### src/rtl/fetch_queue.sv
// Instruction-fetch front end: issues sequential fetches to a variable-latency
// memory, buffers in-order responses and hands them to decode; redirects drop stale work.
module fetch_queue #(
    parameter int unsigned     XLEN         = 32,
    parameter int unsigned     DEPTH        = 4,
    parameter logic [XLEN-1:0] RESET_VECTOR = '0
) (
    input  logic                   clk,
    input  logic                   rst,
    input  logic                   i_flush,
    input  logic [XLEN-1:0]        i_flush_addr,
    output logic                   o_ireq,
    output logic [XLEN-1:0]        o_iaddr,
    input  logic                   i_igrant,
    input  logic                   i_irvalid,
    input  logic [XLEN-1:0]        i_irdata,
    output logic                   o_valid,
    output logic [XLEN-1:0]        o_inst,
    output logic [XLEN-1:0]        o_pc,
    input  logic                   i_ready,
    output logic [$clog2(DEPTH):0] o_count
);

    localparam int unsigned AW = $clog2(DEPTH);
    localparam int unsigned PW = AW + 1;
    localparam int unsigned SW = PW + 1;

    logic [PW-1:0]    r_wr;
    logic [PW-1:0]    r_fill;
    logic [PW-1:0]    r_rd;
    logic [PW-1:0]    r_discard;
    logic [XLEN-1:0]  r_fpc;
    logic             r_active;
    logic [DEPTH-1:0] r_filled;
    logic [XLEN-1:0]  r_pc   [DEPTH];
    logic [XLEN-1:0]  r_inst [DEPTH];

    logic [PW-1:0]    w_occ;
    logic [PW-1:0]    w_pend;
    logic [SW-1:0]    w_budget;
    logic [AW-1:0]    w_wr_idx;
    logic [AW-1:0]    w_fill_idx;
    logic [AW-1:0]    w_rd_idx;
    logic             w_ireq;
    logic             w_valid;
    logic             w_grant;
    logic             w_consume;
    logic             w_drop;
    logic             w_fill;

    logic [PW-1:0]    w_wr_nxt;
    logic [PW-1:0]    w_fill_nxt;
    logic [PW-1:0]    w_rd_nxt;
    logic [PW-1:0]    w_discard_nxt;
    logic [XLEN-1:0]  w_fpc_nxt;
    logic [DEPTH-1:0] w_filled_nxt;

    // Occupancy counts allocated entries; w_pend is what memory still owes the buffer.
    assign w_occ      = r_wr - r_rd;
    assign w_pend     = r_wr - r_fill;
    assign w_wr_idx   = r_wr[AW-1:0];
    assign w_fill_idx = r_fill[AW-1:0];
    assign w_rd_idx   = r_rd[AW-1:0];

    // Stale responses still in flight count against the budget so memory never owes more than DEPTH.
    assign w_budget  = SW'(w_occ) + SW'(r_discard);
    assign w_ireq    = r_active && !i_flush && (w_budget < SW'(DEPTH));
    assign w_valid   = !i_flush && (w_occ != '0) && r_filled[w_rd_idx];
    assign w_grant   = w_ireq && i_igrant;
    assign w_consume = w_valid && i_ready;
    assign w_drop    = i_irvalid && (r_discard != '0);
    assign w_fill    = i_irvalid && (r_discard == '0) && (r_fill != r_wr);

    // Next-state: a flush overrides every other event in its cycle.
    always_comb begin
        w_wr_nxt      = r_wr;
        w_fill_nxt    = r_fill;
        w_rd_nxt      = r_rd;
        w_discard_nxt = r_discard;
        w_fpc_nxt     = r_fpc;
        w_filled_nxt  = r_filled;

        if (i_flush) begin
            w_wr_nxt      = '0;
            w_fill_nxt    = '0;
            w_rd_nxt      = '0;
            w_filled_nxt  = '0;
            w_fpc_nxt     = i_flush_addr;
            // Everything still owed by memory becomes stale, less the response landing now.
            w_discard_nxt = r_discard + w_pend - PW'(w_drop || w_fill);
        end else begin
            if (w_grant) begin
                w_wr_nxt               = r_wr + PW'(1);
                w_fpc_nxt              = r_fpc + XLEN'(4);
                w_filled_nxt[w_wr_idx] = 1'b0;
            end
            if (w_drop) begin
                w_discard_nxt = r_discard - PW'(1);
            end
            if (w_fill) begin
                w_fill_nxt               = r_fill + PW'(1);
                w_filled_nxt[w_fill_idx] = 1'b1;
            end
            if (w_consume) begin
                w_rd_nxt               = r_rd + PW'(1);
                w_filled_nxt[w_rd_idx] = 1'b0;
            end
        end
    end

    // Control state.
    always_ff @(posedge clk or negedge rst) begin
        if (!rst) begin
            r_wr      <= '0;
            r_fill    <= '0;
            r_rd      <= '0;
            r_discard <= '0;
            r_fpc     <= RESET_VECTOR;
            r_filled  <= '0;
            r_active  <= 1'b0;
        end else begin
            r_wr      <= w_wr_nxt;
            r_fill    <= w_fill_nxt;
            r_rd      <= w_rd_nxt;
            r_discard <= w_discard_nxt;
            r_fpc     <= w_fpc_nxt;
            r_filled  <= w_filled_nxt;
            r_active  <= 1'b1;
        end
    end

    // Payload storage; validity is tracked by r_filled, so no reset needed.
    always_ff @(posedge clk) begin
        if (w_grant) begin
            r_pc[w_wr_idx] <= r_fpc;
        end
        if (w_fill && !i_flush) begin
            r_inst[w_fill_idx] <= i_irdata;
        end
    end

    assign o_ireq  = w_ireq;
    assign o_iaddr = r_fpc;
    assign o_valid = w_valid;
    assign o_inst  = r_inst[w_rd_idx];
    assign o_pc    = r_pc[w_rd_idx];
    assign o_count = w_occ;

endmodule

### config.mk
export PLATFORM = sky130hd
export DESIGN_NAME = fetch_queue
export DESIGN_NICKNAME = d
export VERILOG_FILES = /design/src/rtl/fetch_queue.sv
export SDC_FILE = /design/constraint.sdc
export NUM_CORES = 1
export LEC_CHECK = 0
export ABC_CLOCK_PERIOD_IN_PS = 5100
export BUFFER_PORTS_ARGS = -buffer_cell sky130_fd_sc_hd__buf_4
export CORE_MARGIN = 4
export CORE_UTILIZATION = 55
export CTS_BUF_LIST = sky130_fd_sc_hd__clkbuf_4
export CTS_CLUSTER_SIZE = 10
export DETAILED_ROUTE_END_ITERATION = 7
export PLACE_DENSITY = 0.74
export SYNTH_ARGS = -nofsm -noshare
export SYNTH_HDL_FRONTEND = slang
export SYNTH_SLANG_ARGS = --single-unit
### constraint.sdc
create_clock -name clk -period 5.1 [get_ports clk]
set_input_delay 1.02 -clock clk [delete_from_list [all_inputs] [get_ports clk]]
set_output_delay 1.02 -clock clk [all_outputs]
set_load 0.01 [all_outputs]
==> metrics.yaml <==
io_pins: 171
synth_common_cells: "256 x edfxtp_1, 65 x mux4_2, 49 x dfrtp_1"
r2r_cells: 11
ys_seq_area_share_pct: 72.15
startpoint: "r_rd[0]"
yosys.cell_types.count: 54
slew_violations: 0
cts_buffers: 77
antenna_found_initial: 1
synthCells: 672
area_growth_pct: 20.64
fmax_ghz: 0.2398
grt_pass1_wl_um: 41300
wire_per_inst_um: 21.16
path_buf_inv: 2
setup_ws_ps: 929.6
drive_above_1_share_pct: 39.50
top_usage_layer: "met2"
ctsHtreeMaxLevel: 3
cp.arrival_ps: 3150
synth_enable_flop_cells: 256
synth.area.top_cells: "edfxtp_1 62%, mux4_2 12%, dfrtp_1 9.9%, ha_1 1.9%, nand2_1 1.2%"
critical_path_class: "register to primary output"
cp-endpoint: "o_ireq"
ff2ff_setup_slack_ps: 1270
grt_use_met2_pct: 36.40
irDropWorstVdd_v: 0.0002164
hold_class: "input port to async pin"
final-setup-viol-count: 0
fin_crit_sh_pct: 81.77
vias_per_cell: 5.755
via_count: 7154
yosysTopAreaCell: "edfxtp_1"
regToRegStartpoint: "r_rd[0]"
cts_hold_buffers: 0
syn_area_mm2: 0.01235
critPathMaxFanout: 21
core_mm2: 0.02196
outcome: "finished, final reports clean"
hold_viol: 0
setup_tns_ps: 0
cp_common_cell: "ha_1"
drt_iter0_markers: 548
grtUsageTotal_pct: 21.75
crit_chain: "ha_1 > inv_1 > fa_1 > xnor3_1 > ha_1 > nor4b_4 > and3_1 > buf_4"
grt_max_degree: 68
worst_pin_slew_ps: 1071
report.power.total_mw: 5.272
synthArstFlopShare_pct: 16.07
critPathMaxStageDelay_ps: 700
final_core_util_pct: 67.87
cts_tree: "done"
synth_top_area_share_pct: 62.22
setup.worst_path.end_class: "primary output"
io_buffers: 170
use_met1_pct: 28.94
fin_nets: 995
cts.path.max_buffers: 3
grt_overflow: 0
drc_errors: 0
root_buffer: "clkbuf_4"
drv_cap: 0
cp.required_ps: 4080
dieWidth_um: 157.9
grt_pass1_vias: 7669
antenna_left: 0
r2r-end: "o_iaddr[15]"
power_density_mw_per_mm2: 353.7
use_met3_pct: 5.057
ys_seq_elements: 305
synth.avg_cell_area_um2: 18.38
grt_setup_unrepaired: "no"
critPathLaunchType: "register"
die_h_um: 157.9
skew_ps: 49.49
dp_hpwl_um: 16630
max-slew-margin-rel_pct: 28.36
ys_dominant_reg_cell: "edfxtp_1"
power.leakage_nw: 5.471
yosysMostFrequentCell: "edfxtp_1"
syn-num-nets: 766
cts.sinks: 305
post_cts_buffers: 0
fp.dieArea_mm2: 0.02492
place_ws_ps: 1277
ys_warn_count: 0
cp_num_cells: 8
period_needed_ps: 4170
critPathSlowestCell: "dfrtp_4"
crit_family: "adder cells"
gp_congestion: 0.7859
rows: 54
start_util_pct: 56.26
ctsResizeCount: 0
totalWireLength_um: 26300
clk_latency_ps: 660
dr.pass1.iters: 5
clkTransAtPathRegs_ps: 70
==> layout make-up <==
type,instances,area (um2)
Antenna cell,1,2.502
Clock buffer,110,825.8
Multi-Input combinational cell,314,3222
Timing Repair Buffer,179,1369
Sequential cell,305,8921
Fill cell,1475,7054
Clock inverter,30,123.9
Inverter,24,90.09
Tap cell,280,350.3
==> power breakdown <==
| group | internal (mW) | leakage (nW) | switching (mW) |
|---|---|---|---|
| sequential | 2.79 | 2.92 | 0.102 |
| clock | 1.00 | 0.571 | 0.929 |
| combinational | 0.212 | 1.98 | 0.233 |
| total | 4.01 | 5.47 | 1.26 |
==> kinds of logic after synthesis <==
family	after synthesis	synth area share [%]
adder cells (fa/ha/maj)	24	2.735
flip-flops	305	72.15
buffers and inverters	53	1.843
AO/OA/AOI/OAI	73	4.122
multiplexers	73	12.55
other	1	0.03035
XOR/XNOR	15	1.175
AND/OR/NAND/NOR	128	5.398
==> metal layers <==
metal	wire (um)	part of all wire, %	vias up
met5	0	0	-
met4	382	1.5	0
met3	1625	6.2	35
met2	13800	52	276
met1	10490	40	3629
li1	-	-	3214
==> worst reg2reg max path, stage by stage (launching register included) <==
cell and delay [ps]:
dfrtp_4 700, ha_1 240, inv_1 50, fa_1 370
xnor3_1 250, ha_1 360, nor4b_4 60, and4_1 270
buf_4 240, nor2_1 840, o21ai_0 250, o211ai_1 150
==> per-stage QoR <==
| stage | cell area [um2] | cells | hold slack (ps) |
|---|---|---|---|
| floorplan | 12350 | 672 | 470.6 |
| global placement | 13950 | 1102 | 522.6 |
| detailed placement | 13950 | 1102 | 530.2 |
| CTS | 14900 | 1242 | 378.1 |
| global route | 14900 | 1243 | 403.6 |
| finish | 14900 | 1243 | 414.8 |
==> sequential cells by signal, indices dropped and copies added (netlist names) <==
| register | flops |
|---|---|
| r_inst | 128 |
| r_pc | 128 |
| o_iaddr | 32 |
| r_filled | 4 |
| r_discard | 3 |
| r_fill | 3 |
| r_rd | 3 |
| r_wr | 3 |
| r_active | 1 |
==> how the worst min path moves through the flow <==
stage	end	depth (start not counted)	from	slack, ps
5_1_grt	o_iaddr[16]	1	rst	400
3_3_place_gp	r_discard[2]	1	r_discard[2]	520
3_5_place_dp	r_discard[2]	1	r_discard[2]	530
6_report	o_iaddr[23]	1	rst	410
2_1_floorplan	r_discard[2]	1	r_discard[2]	470
4_1_cts	o_iaddr[29]	1	rst	380
==> placed cells by master (no fill, tap or decap), types with 10 or more instances in the layout <==
cell        n
mux4_2     65
clkbuf_4  110
ha_1       19
buf_4     177
clkinv_1   21
inv_1      23
nand3_1    21
nand2_1    40
nand4_1    11
o211ai_1   10
edfxtp_1  256
a21oi_1    12
nor2_1     22
o21ai_0    18
dfrtp_1    47
(Power assumes the default switching activity.)
